[config.mk]
export PLATFORM = sky130hd
export DESIGN_NAME = adder_tree_8x7
export DESIGN_NICKNAME = d
export VERILOG_FILES = /design/src/rtl/adder_tree_8x7.sv
export SDC_FILE = /design/constraint.sdc
export NUM_CORES = 1
export LEC_CHECK = 0
export ABC_AREA = 0
export CORE_ASPECT_RATIO = 0.7
export CORE_MARGIN = 8
export CORE_UTILIZATION = 48
export CTS_CLUSTER_SIZE = 12
export DETAILED_ROUTE_END_ITERATION = 10
export PLACE_DENSITY_LB_ADDON = 0.05
export REMOVE_ABC_BUFFERS = 1
export SETUP_SLACK_MARGIN = 0.3
export SLEW_MARGIN = 20
export SYNTH_ARGS = -nofsm -noshare
export SYNTH_HDL_FRONTEND = slang
export SYNTH_SLANG_ARGS = --single-unit
[constraint.sdc]
create_clock -name clk -period 7.6 [get_ports clk]
set_input_delay 1.52 -clock clk [delete_from_list [all_inputs] [get_ports clk]]
set_output_delay 1.52 -clock clk [all_outputs]
set_load 0.005 [all_outputs]
[src/rtl/adder_tree_8x7.sv]
// adder_tree_8x7 -- pipelined eight-operand unsigned adder with carry-in.
//
// Sums a..h plus ci as a three-level binary tree of ripple-carry adders
// (8 -> 4 -> 2 -> 1). The result is {co, s} = total[WIDTH:0]. Bits above
// WIDTH are dropped, so large totals wrap.
//
// Configuration macro: ADDER_TREE_PIPE_EN
//   undefined : stage 1 = L1 partial sums, stage 2 = {co,s}; latency 2
//   defined   : an extra bank holds the L2 sums before L3;   latency 3
// Arithmetic is identical in both builds. Throughput is one result per cycle,
// and there is no handshake or stall.

// Ripple-carry adder built from explicit full-adder cells.
// Produces an N+1 bit sum. The top bit is the final carry.
module adder_tree_8x7_rca #(
  parameter int N = 7
) (
  input  logic [N-1:0] x,
  input  logic [N-1:0] y,
  input  logic         cin,
  output logic [N:0]   sum
);

  // Carry chain; c[i] is the carry into bit i.
  logic [N:0] c;

  assign c[0] = cin;

  for (genvar i = 0; i < N; i++) begin : g_fa
    // Full-adder cell: sum bit and carry to the next position.
    assign sum[i]   = x[i] ^ y[i] ^ c[i];
    assign c[i + 1] = (x[i] & y[i]) | (c[i] & (x[i] ^ y[i]));
  end

  assign sum[N] = c[N];

endmodule

module adder_tree_8x7 #(
  parameter int WIDTH = 7
) (
  input  logic             clk,
  input  logic             rst,
  input  logic [WIDTH-1:0] a,
  input  logic [WIDTH-1:0] b,
  input  logic [WIDTH-1:0] c,
  input  logic [WIDTH-1:0] d,
  input  logic [WIDTH-1:0] e,
  input  logic [WIDTH-1:0] f,
  input  logic [WIDTH-1:0] g,
  input  logic [WIDTH-1:0] h,
  input  logic             ci,
  output logic [WIDTH-1:0] s,
  output logic             co
);

  // ---------------------------------------------------------------------
  // Level 1: four pairwise sums. The carry-in enters at the LSB of p0, so
  // the +1 costs no extra adder.
  // ---------------------------------------------------------------------
  logic [WIDTH:0] p0_d, p1_d, p2_d, p3_d;
  logic [WIDTH:0] p0_q, p1_q, p2_q, p3_q;

  adder_tree_8x7_rca #(.N(WIDTH)) u_l1_p0 (.x(a), .y(b), .cin(ci),   .sum(p0_d));
  adder_tree_8x7_rca #(.N(WIDTH)) u_l1_p1 (.x(c), .y(d), .cin(1'b0), .sum(p1_d));
  adder_tree_8x7_rca #(.N(WIDTH)) u_l1_p2 (.x(e), .y(f), .cin(1'b0), .sum(p2_d));
  adder_tree_8x7_rca #(.N(WIDTH)) u_l1_p3 (.x(g), .y(h), .cin(1'b0), .sum(p3_d));

  // Stage 1: register the four level-1 partial sums.
  always_ff @(posedge clk) begin
    // NOTE: pipeline state is cleared synchronously. Reset flushes every
    // in-flight sum so none can re-emerge once rst drops.
    if (rst) begin
      p0_q <= '0;
      p1_q <= '0;
      p2_q <= '0;
      p3_q <= '0;
    end else begin
      // NOTE: non-blocking assignments keep every stage sampling the
      // previous-cycle value of its predecessor.
      p0_q <= p0_d;
      p1_q <= p1_d;
      p2_q <= p2_d;
      p3_q <= p3_d;
    end
  end

  // ---------------------------------------------------------------------
  // Level 2: two sums of the registered partials, each WIDTH+2 bits.
  // ---------------------------------------------------------------------
  logic [WIDTH+1:0] q0_d, q1_d;
  logic [WIDTH+1:0] q0_l3, q1_l3;   // level-2 values as seen by level 3

  adder_tree_8x7_rca #(.N(WIDTH + 1)) u_l2_q0 (.x(p0_q), .y(p1_q), .cin(1'b0), .sum(q0_d));
  adder_tree_8x7_rca #(.N(WIDTH + 1)) u_l2_q1 (.x(p2_q), .y(p3_q), .cin(1'b0), .sum(q1_d));

`ifdef ADDER_TREE_PIPE_EN
  logic [WIDTH+1:0] q0_q, q1_q;

  // Optional bank between L2 and L3. It shortens the combinational path and
  // adds one cycle of latency.
  always_ff @(posedge clk) begin
    if (rst) begin
      q0_q <= '0;
      q1_q <= '0;
    end else begin
      q0_q <= q0_d;
      q1_q <= q1_d;
    end
  end

  assign q0_l3 = q0_q;
  assign q1_l3 = q1_q;
`else
  assign q0_l3 = q0_d;
  assign q1_l3 = q1_d;
`endif

  // ---------------------------------------------------------------------
  // Level 3: final sum at full precision (WIDTH+3 bits).
  // ---------------------------------------------------------------------
  logic [WIDTH+2:0] r;
  logic [WIDTH:0]   sum_q;

  adder_tree_8x7_rca #(.N(WIDTH + 2)) u_l3_r (.x(q0_l3), .y(q1_l3), .cin(1'b0), .sum(r));

  // Bits above WIDTH are the deliberately discarded wrap portion of the total.
  logic unused_r_hi;
  assign unused_r_hi = ^r[WIDTH+2:WIDTH+1];

  // Stage 2: register {co, s} from the low WIDTH+1 bits of the total.
  always_ff @(posedge clk) begin
    if (rst) begin
      sum_q <= '0;
    end else begin
      sum_q <= r[WIDTH:0];
    end
  end

  assign s  = sum_q[WIDTH-1:0];
  assign co = sum_q[WIDTH];

endmodule

==> impl_metrics.env <==
export IMPL_num_vias=1350
export IMPL_synth_ff_type="dfxtp_1"
export IMPL_setup_violations=0
export IMPL_core_area_um2=4680
export IMPL_fmax_mhz=222
export IMPL_cts_htree_levels=2
export IMPL_nets=378
export IMPL_drc=0
export IMPL_cts_sinks=40
export IMPL_ys_ff_latch=40
export IMPL_yosys_area_top_type_share_pct=37.8
export IMPL_finalCritPeriodShare_pct=59.1
export IMPL_clkTransAtPathRegs_ns=0.07
export IMPL_io_pins=67
export IMPL_place_congestion=0.713
export IMPL_wl_per_cell_um=10.5
export IMPL_cp_arrival_ns=4.72
export IMPL_tightest_slew_ns=0.411
export IMPL_grt_pass1_vias=1456
export IMPL_initial_core_util_pct=48.7
export IMPL_hold_class="flip-flop to flip-flop"
export IMPL_slew_headroom_pct=72.6
export IMPL_slew_viol_final=0
export IMPL_cts_buffers=5
export IMPL_ir_drop_v=0.000141
export IMPL_cts_resized=0
export IMPL_die_area_um2=7240
export IMPL_synthArstFlopShare_pct=0
export IMPL_path_class="primary input to flip-flop"
export IMPL_dr_pass1_iters=2
export IMPL_synth_area_per_cell_um2=11.4
export IMPL_ant_nets=0
export IMPL_antenna_found_initial=0
export IMPL_preCtsSetupSlack_ns=2.78
export IMPL_cts_setup_buffers=0
export IMPL_fin_worst_skew_ns=0.00512
export IMPL_insertion_delay_ns=0.29
export IMPL_tns_ns=0
export IMPL_cts_tree="built"
export IMPL_total_leakage_power_nw=1.40
export IMPL_critical_path_endpoint_type="flip-flop"
export IMPL_synthCells=200
export IMPL_rsz0062_at_grt="no"
export IMPL_register_area_um2=801
export IMPL_grt_ovfl_total=0
export IMPL_synth_common_cells="63 x inv_1, 43 x fa_1, 40 x dfxtp_1, 27 x nor2b_1, 13 x nor2_1"
export IMPL_synth_cell_type_count=11
export IMPL_wl_um=3440
export IMPL_grt_usage_pct=11.1
export IMPL_syn_to_final_growth_pct=36.6
export IMPL_antenna_cells=0
export IMPL_synth_area_um2=2280
export IMPL_port_buffers=66
export IMPL_clockBufferDepth=2
export IMPL_synth_area_leaders="fa_1 38%, dfxtp_1 35%, inv_1 10%, nor2b_1 7.4%, ha_1 3.3%"
export IMPL_rows=21
export IMPL_fp_dieW_um=98.3
export IMPL_hpwl_um=2980
export IMPL_drt_iter0_drc=15
export IMPL_hold_viol=0
export IMPL_fp_dieH_um=73.6
export IMPL_cts_root_buffer="clkbuf_8"
export IMPL_finalCriticalPeriod_ns=4.50
export IMPL_synth_most_common_cell="inv_1"
export IMPL_n_fill_cell=399
export IMPL_power_per_cell_area_nw_per_um2=207
export IMPL_synth_edf_count=0
export IMPL_p_total_mw=0.645
export IMPL_hold_buffers=0
export IMPL_cap_viol_max_count=0
export IMPL_cp_required_ns=7.82
export IMPL_drive_gt1_share_pct=3.32
export IMPL_startpoint_type="primary input"
export IMPL_vias_per_cell=4.12
export IMPL_grt_pass1_wl_um=6260
export IMPL_grt_max_degree=41
export IMPL_synth_seq_area_share_pct=35.2
export IMPL_multiInputGateArea_um2=1220
export IMPL_worst_slack_ns=3.10
export IMPL_synth_top_cell_by_area="fa_1"
export IMPL_status="finished, final reports clean"
export IMPL_yosys_warnings=0
export IMPL_path_max_fanout=1
[state kept, by name, summed over array words and instances (netlist names)]
register  flops
p0_q          8
p3_q          8
sum_q         8
p2_q          8
p1_q          8
[report_power, final]
| group | total [mW] | switching (mW) | internal [mW] |
|---|---|---|---|
| clock network | 0.168 | 0.0708 | 0.0974 |
| registers | 0.255 | 0.00930 | 0.246 |
| logic | 0.221 | 0.0874 | 0.134 |
| total | 0.645 | 0.168 | 0.477 |
[routing by layer]
metal  vias up  part of all wire (%)  global-route usage (%)
li1        680                     -                       -
met1       631                    38                    11.3
met2        33                    53                    19.8
met3         6                   7.8                    4.92
met4         0                   1.2                    4.57
met5         -                     0                       0
[worst max-delay path: stages]
cell and delay [ns]:
clkdlybuf4s50_1 0.43, fa_1 0.42, inv_1 0.07, fa_1 0.15
inv_1 0.05, fa_1 0.37, fa_1 0.38, fa_1 0.38
fa_1 0.36, inv_1 0.07, fa_1 0.40, nor2_1 0.11
[layout by cell type, fill, tap and decap left out]
cell type and count:
nor2_1 13, clkinv_2 1, xnor3_1 2, xnor2_2 1, xor2_1 1, clkbuf_1 1, bufinv_16 1, nor2b_1 27
ha_1 6, clkbuf_8 5, dfxtp_1 40, clkdlybuf4s50_1 66, fa_1 43, buf_4 1, inv_1 63
[worst paths after layout]
check	from	to	slack, ns	cells after the start
hold reg to reg	p0_q[7]$_SDFF_PP0_	sum_q[7]$_SDFF_PP0_	0.70	3
hold / removal	p0_q[7]$_SDFF_PP0_	sum_q[7]$_SDFF_PP0_	0.70	3
setup / recovery	a[0]	p0_q[6]$_SDFF_PP0_	3.10	12
setup reg to reg	p0_q[0]$_SDFF_PP0_	sum_q[7]$_SDFF_PP0_	3.46	13
[layout make-up]
type | count | area share [%]
multi-input cells | 93 | 39.4
clock buffers | 6 | 2.33
flip-flops and latches | 40 | 25.8
repair buffers | 67 | 21.5
inverters | 63 | 7.61
well taps | 57 | 2.29
clock inverters | 2 | 1.13
[cell families (layout without fill, tap and decap cells)]
group	after synthesis	after routing	share of synthesized area [%]
xor+xnor	4	4	3.08
fa+ha+maj	49	49	41.1
buf+inv	67	138	11.0
flops	40	40	35.2
simple gates	40	40	9.57
[stage by stage]
step	std cells	hold WS (ns)	cell area, µm²	util (%)
after floorplan	196	0.623	2260	-
after global placement	320	0.675	3000	64.2
after detailed placement	320	0.700	3000	64.2
after CTS	328	0.713	3110	66.5
after global routing	328	0.743	3110	66.5
final	328	0.699	3110	66.5
No activity file was read; power rests on OpenSTA's default activity.
